$ cat config.mk
export PLATFORM = sky130hd
export DESIGN_NAME = branch_pc_unit
export DESIGN_NICKNAME = d
export VERILOG_FILES = /design/src/rtl/branch_pc_unit.sv
export SDC_FILE = /design/constraint.sdc
export NUM_CORES = 1
export LEC_CHECK = 0
export CAP_MARGIN = 30
export CORE_UTILIZATION = 44
export DETAILED_ROUTE_END_ITERATION = 16
export HOLD_SLACK_MARGIN = 0.02
export PLACE_DENSITY = 0.84
export SLEW_MARGIN = 30
export SYNTH_ARGS = -nofsm -noshare
export SYNTH_HDL_FRONTEND = slang
export SYNTH_SLANG_ARGS = --single-unit
$ cat constraint.sdc
create_clock -name Clk -period 3.2 [get_ports Clk]
set_input_delay 0.32 -clock Clk [delete_from_list [all_inputs] [get_ports Clk]]
set_output_delay 0.32 -clock Clk [all_outputs]
set_load 0.005 [all_outputs]
$ cat src/rtl/branch_pc_unit.sv
// Program counter plus decode-stage branch/jump resolver with a one-slot redirect FSM
// and saturating branch/taken statistics counters.
module branch_pc_unit #(
  parameter logic [31:0] RESET_PC = 32'h0000_0000,
  parameter int          CNT_W    = 16
) (
  input  logic             Clk,
  input  logic             Rst,
  input  logic             Stall,
  input  logic             Valid_ID,
  input  logic [2:0]       BranchJump,
  input  logic [4:0]       RegimmRt,
  input  logic [31:0]      RsData,
  input  logic [31:0]      RtData,
  input  logic [15:0]      Imm16,
  input  logic [25:0]      Target26,
  input  logic [31:0]      PCPlus4_ID,
  output logic [31:0]      PC,
  output logic [31:0]      PCPlus4,
  output logic             Taken,
  output logic             Flush,
  output logic             IllegalBJ,
  output logic [CNT_W-1:0] BranchCount,
  output logic [CNT_W-1:0] TakenCount,
  output logic             fsm_state
);

  localparam logic [0:0] S_RUN      = 1'b0;
  localparam logic [0:0] S_REDIRECT = 1'b1;

  localparam logic [2:0] BJ_NONE   = 3'b000;
  localparam logic [2:0] BJ_BEQ    = 3'b001;
  localparam logic [2:0] BJ_BNE    = 3'b010;
  localparam logic [2:0] BJ_JUMP   = 3'b011;
  localparam logic [2:0] BJ_REGIMM = 3'b100;
  localparam logic [2:0] BJ_BGTZ   = 3'b101;
  localparam logic [2:0] BJ_BLEZ   = 3'b110;
  localparam logic [2:0] BJ_RSVD   = 3'b111;

  logic [0:0]  state;
  logic        id_live;
  logic        resolve;
  logic        cond;
  logic        count_en;
  logic        rs_neg;
  logic        rs_zero;
  logic [31:0] branch_off;
  logic [31:0] branch_target;
  logic [31:0] jump_target;
  logic [31:0] target;

  assign fsm_state = state;

  // The ID slot is only looked at in RUN; in REDIRECT it holds the squashed fetch.
  assign id_live = Valid_ID & ~Stall & ~Rst & (state == S_RUN);
  assign resolve = id_live & (BranchJump != BJ_NONE);

  assign rs_neg  = RsData[31];
  assign rs_zero = (RsData == 32'd0);

  always_comb begin
    cond = 1'b0;
    case (BranchJump)
      BJ_BEQ:    cond = (RsData == RtData);
      BJ_BNE:    cond = (RsData != RtData);
      BJ_JUMP:   cond = 1'b1;
      BJ_REGIMM: cond = RegimmRt[0] ? ~rs_neg : rs_neg;
      BJ_BGTZ:   cond = ~rs_neg & ~rs_zero;
      BJ_BLEZ:   cond = rs_neg | rs_zero;
      default:   cond = 1'b0;
    endcase
  end

  assign Taken     = resolve & cond;
  assign Flush     = Taken;
  assign IllegalBJ = id_live & (BranchJump == BJ_RSVD);
  assign count_en  = resolve & (BranchJump != BJ_RSVD);

  assign branch_off    = {{14{Imm16[15]}}, Imm16, 2'b00};
  assign branch_target = PCPlus4_ID + branch_off;
  assign jump_target   = {PCPlus4_ID[31:28], Target26, 2'b00};
  assign target        = (BranchJump == BJ_JUMP) ? jump_target : branch_target;

  assign PCPlus4 = PC + 32'd4;

  always_ff @(posedge Clk) begin
    if (Rst) begin
      PC          <= RESET_PC;
      state       <= S_RUN;
      BranchCount <= '0;
      TakenCount  <= '0;
    end else if (!Stall) begin
      PC <= Taken ? target : PCPlus4;
      case (state)
        S_RUN:      state <= Taken ? S_REDIRECT : S_RUN;
        S_REDIRECT: state <= S_RUN;
        default:    state <= S_RUN;
      endcase
      // Saturate at all-ones rather than wrapping.
      if (count_en && (BranchCount != {CNT_W{1'b1}}))
        BranchCount <= BranchCount + 1'b1;
      if (Taken && (TakenCount != {CNT_W{1'b1}}))
        TakenCount <= TakenCount + 1'b1;
    end
  end

endmodule

Yosys cells after proc, flatten, opt, wreduce, memory -nomap -nowiden
Index checks and enable logic that the tools add are counted.
W data, S select, Z words.

cells by class
  add/sub/neg operators = 4
  equal/unequal tests = 12
  multiplexer cells = 6
  bitwise operators = 14
  reductions and logical operators = 6

operator list
  operator                 count
  $mux W32                 2
  $add A16 B1 Y16 const B  2
  $add A32 B3 Y32 const B  1
  $add A32 B32 Y32         1
  $eq A32 B32 Y1           1
  $logic_not A32 Y1        1
  $ne A16 B16 Y1 const B   2
  $ne A32 B32 Y1           1
  $eq A3 B3 Y1 const B     4
  $and A1 B1 Y1            8
  $eq A3 B2 Y1 const B     2
  $pmux W1 S6              1
  $not A1 Y1               5
  $reduce_and A2 Y1        2
  $eq A3 B1 Y1 const B     1
  $ne A3 B3 Y1 const B     1
  $reduce_bool A3 Y1       1
  $logic_and A1 B1 Y1      2
  $mux W1                  2
  $pmux W1 S2              1
  $or A1 B1 Y1             1

word-level totals
  flip-flop bits (word level) = 65
  input bits = 150
  output and inout port bits = 100
  word-level logic and storage cells = 46

Longest topological paths before layout
  depth after elaboration = 8
  mapped depth = 11
  gate-level depth less buffers = 10

Least setup slack after synthesis
No wires, ideal clock.

  kind = input port to flip-flop
  start point = input Imm16[0]
  end point = register PC[22]
  arrival time = 2.758 ns
  data required time = 3.067 ns
  setup slack = 0.309 ns
  stages on the path = 10
  path buffers = 0
  cells stage by stage = ha_1 > fa_1 > a211o_1 > a211oi_1 > a2bb2oi_1 > o221a_2 > nor2_1 > or4_1 > nand4_1 > o311ai_1

on the way
  cells in the longest elaborated chain, start to end = 3

RTL lines
  what                  RTL line  source
  from (decl)           15        input logic [15:0] Imm16,
  $add A32 B32 Y32      80        assign branch_target = PCPlus4_ID + branch_off;
  $mux W32              82        assign target = (BranchJump == BJ_JUMP) ? jump_target : branch_target;
  $mux W32              93        PC <= Taken ? target : PCPlus4;
  to (signal assigned)  93
  to (decl)             18        output logic [31:0] PC,

Every way passes these cells.
A chain may end at the register's enable or synchronous reset.

Final worst setup path
  start point = input RsData[26]
  end point = output Flush

on the way
  cells in the longest elaborated chain, start to end = 5
  elaborated cells between the ends (all ways) = 8

RTL lines
  what               RTL line  source
  from (decl)        13        input logic [31:0] RsData,
  $logic_not A32 Y1  59        assign rs_zero = (RsData == 32'd0);
  $not A1 Y1         68        BJ_BGTZ: cond = ~rs_neg & ~rs_zero;
  $and A1 B1 Y1      68
  $pmux W1 S6 (*)    63        case (BranchJump)
  $and A1 B1 Y1 (*)  74        assign Taken = resolve & cond;
  to (decl)          21        output logic Flush,

Every way passes the cells marked *; elsewhere a longest branch is shown, timed or not.

==> metrics.log <==
INFO  metric status = complete, no violations
INFO  metric synth_edf_count = 0
INFO  metric cts_htree_levels = 3
INFO  metric cts_sink_cnt = 65
INFO  metric drt-total-wl = 20.8 mm
INFO  metric wl_per_cell = ~16 um
INFO  metric criticalPathCategory = in2out
INFO  metric number_of_antenna_violations_at_the_first_check_in_global_routing = 0
INFO  metric yosys-top-cells-area = dfxtp_1, xor2_1, ha_1
INFO  metric synth.cells.most_frequent = nand2_1, nor2_1, dfxtp_1
INFO  metric setup_viol_count_final = 0
INFO  metric total_leakage_power = approximately 3.7 nW
INFO  metric r2r.worst_path.cells = 8
INFO  metric global_route.usage.total = 0.289
INFO  metric fin_skew = around 0.0081 ns
INFO  metric clk_latency = about 0.33 ns
INFO  metric dpl_cell_area = between 0.008 and 0.009 mm^2
INFO  metric grt_remaining_overflow = 0
INFO  metric synthesis_warnings = 0
INFO  metric worst_vdd_rail_ir_drop = about 0.31 mV
INFO  metric die_x = around 120 um
INFO  metric power.density_cell_area = 293 mW/mm^2
INFO  metric synth.net_count = roughly 1k
INFO  metric timing.critical_path.from_type = input pin
INFO  metric synth_adder_area_share = 0.0695
INFO  metric cp_max_fo = 4
INFO  metric final_slew_violations = 0
INFO  metric timing.final.hold_violations = 0
INFO  metric max_cap_violations = 0
INFO  metric synth_top_area_cell = dfxtp_1
INFO  metric tritoncts = built
INFO  metric ys_seq_area_frac = 0.215
INFO  metric routed_via_count = between 7k and 8k
INFO  metric finalWeightedCongestion = between 0.9 and 1
INFO  metric timing.slew.headroom = 0.541
INFO  metric critical_path.max_stage_delay = 0.54 ns
INFO  metric fp-row-count = 42
INFO  metric f_max = around 320 MHz
INFO  metric layout.cell_area.non_filler = 0.00940 mm^2
INFO  metric ys_dominant_reg_cell = dfxtp_1
INFO  metric wire_length_of_the_first_global_routing_pass = around 33 mm
INFO  metric cell_count_after_synthesis = approximately 820
INFO  metric setup_ws = about 0.07 ns
INFO  metric endpoint_kind = output pin
INFO  metric fillerInstances = around 1.1k
INFO  metric yosysUniqueCellTypes = between 70 and 80
INFO  metric ant_nets = 0
INFO  metric holdBufCountCts = 0
INFO  metric design.core.area = between 0.01 and 0.015 mm^2
INFO  metric timing.critical_path.arrival = 2.81 ns
INFO  metric hold_path_class = in2reg
INFO  metric synthMuxAreaShare = 0.0256
INFO  metric dieHeight = around 120 um
INFO  metric cp.required = between 2 and 3 ns
INFO  metric grt_pass1_vias = about 6.7k
INFO  metric synth_compound_gate_area_share = 0.219
INFO  metric number_of_flip_flops_and_latches_in_the_synthesized_netlist = between 60 and 70
INFO  metric synth_top_family_by_area = simple AND/OR/NAND/NOR gates
INFO  metric synth-xor-area-share = 0.142
INFO  metric total_power = 0.00275 W
INFO  metric holdPathStages = 4
INFO  metric pin_count_of_the_biggest_net_entering_global_routing = 65
INFO  metric yosysMostFrequentCell = nand2_1
INFO  metric fin_crit = between 3 and 4 ns
INFO  metric drtIter0Drc = between 500 and 600
INFO  metric syn-mean-instance-area = roughly 7.4 um^2
INFO  metric number_of_top_level_design_ports = 250
INFO  metric count_of_buffers_inserted_at_the_top_level_ports = approximately 250
INFO  metric worst_setup_hold_path_clk_slew = 0.05 ns
INFO  metric final_net_count = ~1.3k
INFO  metric worst_path_max_delay_cell = or4_1
INFO  metric cts.root.buffer_cell = clkbuf_16
INFO  metric timing.critical_path.cells = clkdlybuf4s50_1 -> xor2_1 -> nor4_1 -> nand4_1 -> or4_1 -> nand3_2 -> nand2_1 -> inv_4 -> clkdlybuf4s50_1
INFO  metric detailedPlacementHpwl = ~16 mm
INFO  metric starting_utilization_of_the_core_area = 0.453
INFO  metric worst-slew-pin-transition = just under 0.7 ns
INFO  metric portion_of_synthesized_cell_area_occupied_by_the_leading_cell_type = 0.215
INFO  metric drt_pass1_iterations = 6
INFO  metric cts_buffers = 9
INFO  metric drive_above_1_share = 0.103
INFO  metric final_antenna_diode_count = 0
INFO  metric placement_stage_worst_setup_slack = -0.281 ns
INFO  metric finalCritPeriodShare = 0.978
INFO  metric design.die.area = about 0.014 mm^2
INFO  metric synth-simple-area-share = 0.283
INFO  metric netlist_area = just over 0.006 mm^2
INFO  metric synthToLayoutAreaGrowth = 55.4%
INFO  metric critical-path-top-cell-by-count = clkdlybuf4s50_1
INFO  metric async_reset_ff_frac = 0
INFO  metric post-route-drc-count = 0
INFO  metric avgViaCountPerCell = 5.66
INFO  metric clockBufferDepth = 2
stage by stage:
stage          hold slack, ns  instances   util  setup TNS, ns
2_1_floorplan           0.461        818      -              0
3_3_place_gp            0.475       1256  0.672          -1.09
3_5_place_dp            0.489       1256  0.672          -1.31
4_1_cts                 0.441       1273  0.696              0
5_1_grt                 0.459       1280  0.704        -0.0337
6_report                0.447       1280  0.704              0
layout by cell type (no fill, tap or decap), types with 9 or more instances in the layout:
master	netlist	layout
a211oi_1	10	9
xnor2_1	36	35
or3_1	12	12
and3_1	13	13
o21ai_0	35	35
o211ai_1	9	9
buf_4	3	65
o32ai_1	12	12
inv_1	25	25
nand4_1	19	19
nand2b_1	9	9
dfxtp_1	65	60
nand3_1	34	34
xor2_1	62	62
ha_1	32	31
nand2_1	87	87
a21o_1	14	14
nor3_1	26	26
a21oi_1	56	56
clkdlybuf4s50_1	0	241
clkbuf_16	0	9
nor2_1	81	80
nor4_1	23	18
nor2b_1	9	9
power breakdown:
part / leakage, nW / internal, W / switching, W
Combinational: 2.98 / 0.000489 / 0.000426
Clock: 0.142 / 0.000621 / 0.000362
Sequential: 0.527 / 0.000828 / 0.0000271
Total: 3.65 / 0.00194 / 0.000815
flip-flops by register name (all words and copies together) (netlist names):
signal,count
BranchCount,16
PC,32
TakenCount,16
fsm_state,1
layout make-up:
cell class | count | area (um^2) | area share
Multi-Input combinational cell | 687 | 4530 | 0.482
Timing Repair Buffer | 310 | 2940 | 0.313
Sequential cell | 65 | 1310 | 0.139
Clock buffer | 11 | 243 | 0.0258
Tap cell | 176 | 220 | 0.0234
Inverter | 26 | 100 | 0.0106
Clock inverter | 5 | 55.1 | 0.00585
per-layer routing:
| layer | track usage | share of wire | vias to the layer above |
|---|---|---|---|
| li1 | - | - | 3550 |
| met1 | 0.392 | 0.45 | 3368 |
| met2 | 0.468 | 0.47 | 294 |
| met3 | 0.0412 | 0.062 | 38 |
| met4 | 0.0910 | 0.024 | 0 |
| met5 | 0 | 0 | - |
final timing paths:
kind,slack (ns),start,end
setup / recovery,0.07,RsData[26],Flush
hold / removal,0.45,Rst,TakenCount[4]
setup reg to reg,0.72,TakenCount[4],TakenCount[5]
hold reg to reg,0.50,PC[1],PC[1]
timing repair:
action / in CTS / in global routing
pin swaps: 2 / 14
setup buffers: 1 / 7
endpoints found under the setup margin: 4 / 13
gates resized for setup: 3 / 17
critical path: cells and delay by family:
kind | cells | cell delay [ns]
simple gates | 5 | 1.22
xor+xnor | 1 | 0.19
buf+inv | 3 | 1.07
cells by family (layout without fill, tap and decap cells):
| logic type | Yosys count | in the layout |
|---|---|---|
| flip-flops | 65 | 65 |
| adder cells (fa/ha/maj) | 33 | 33 |
| multiplexers | 14 | 14 |
| AND/OR/NAND/NOR | 343 | 343 |
| buffers and inverters | 66 | 352 |
| AO/OA/AOI/OAI | 199 | 199 |
| XOR/XNOR | 98 | 98 |
Note: power is estimated with default switching activity, not from simulation.
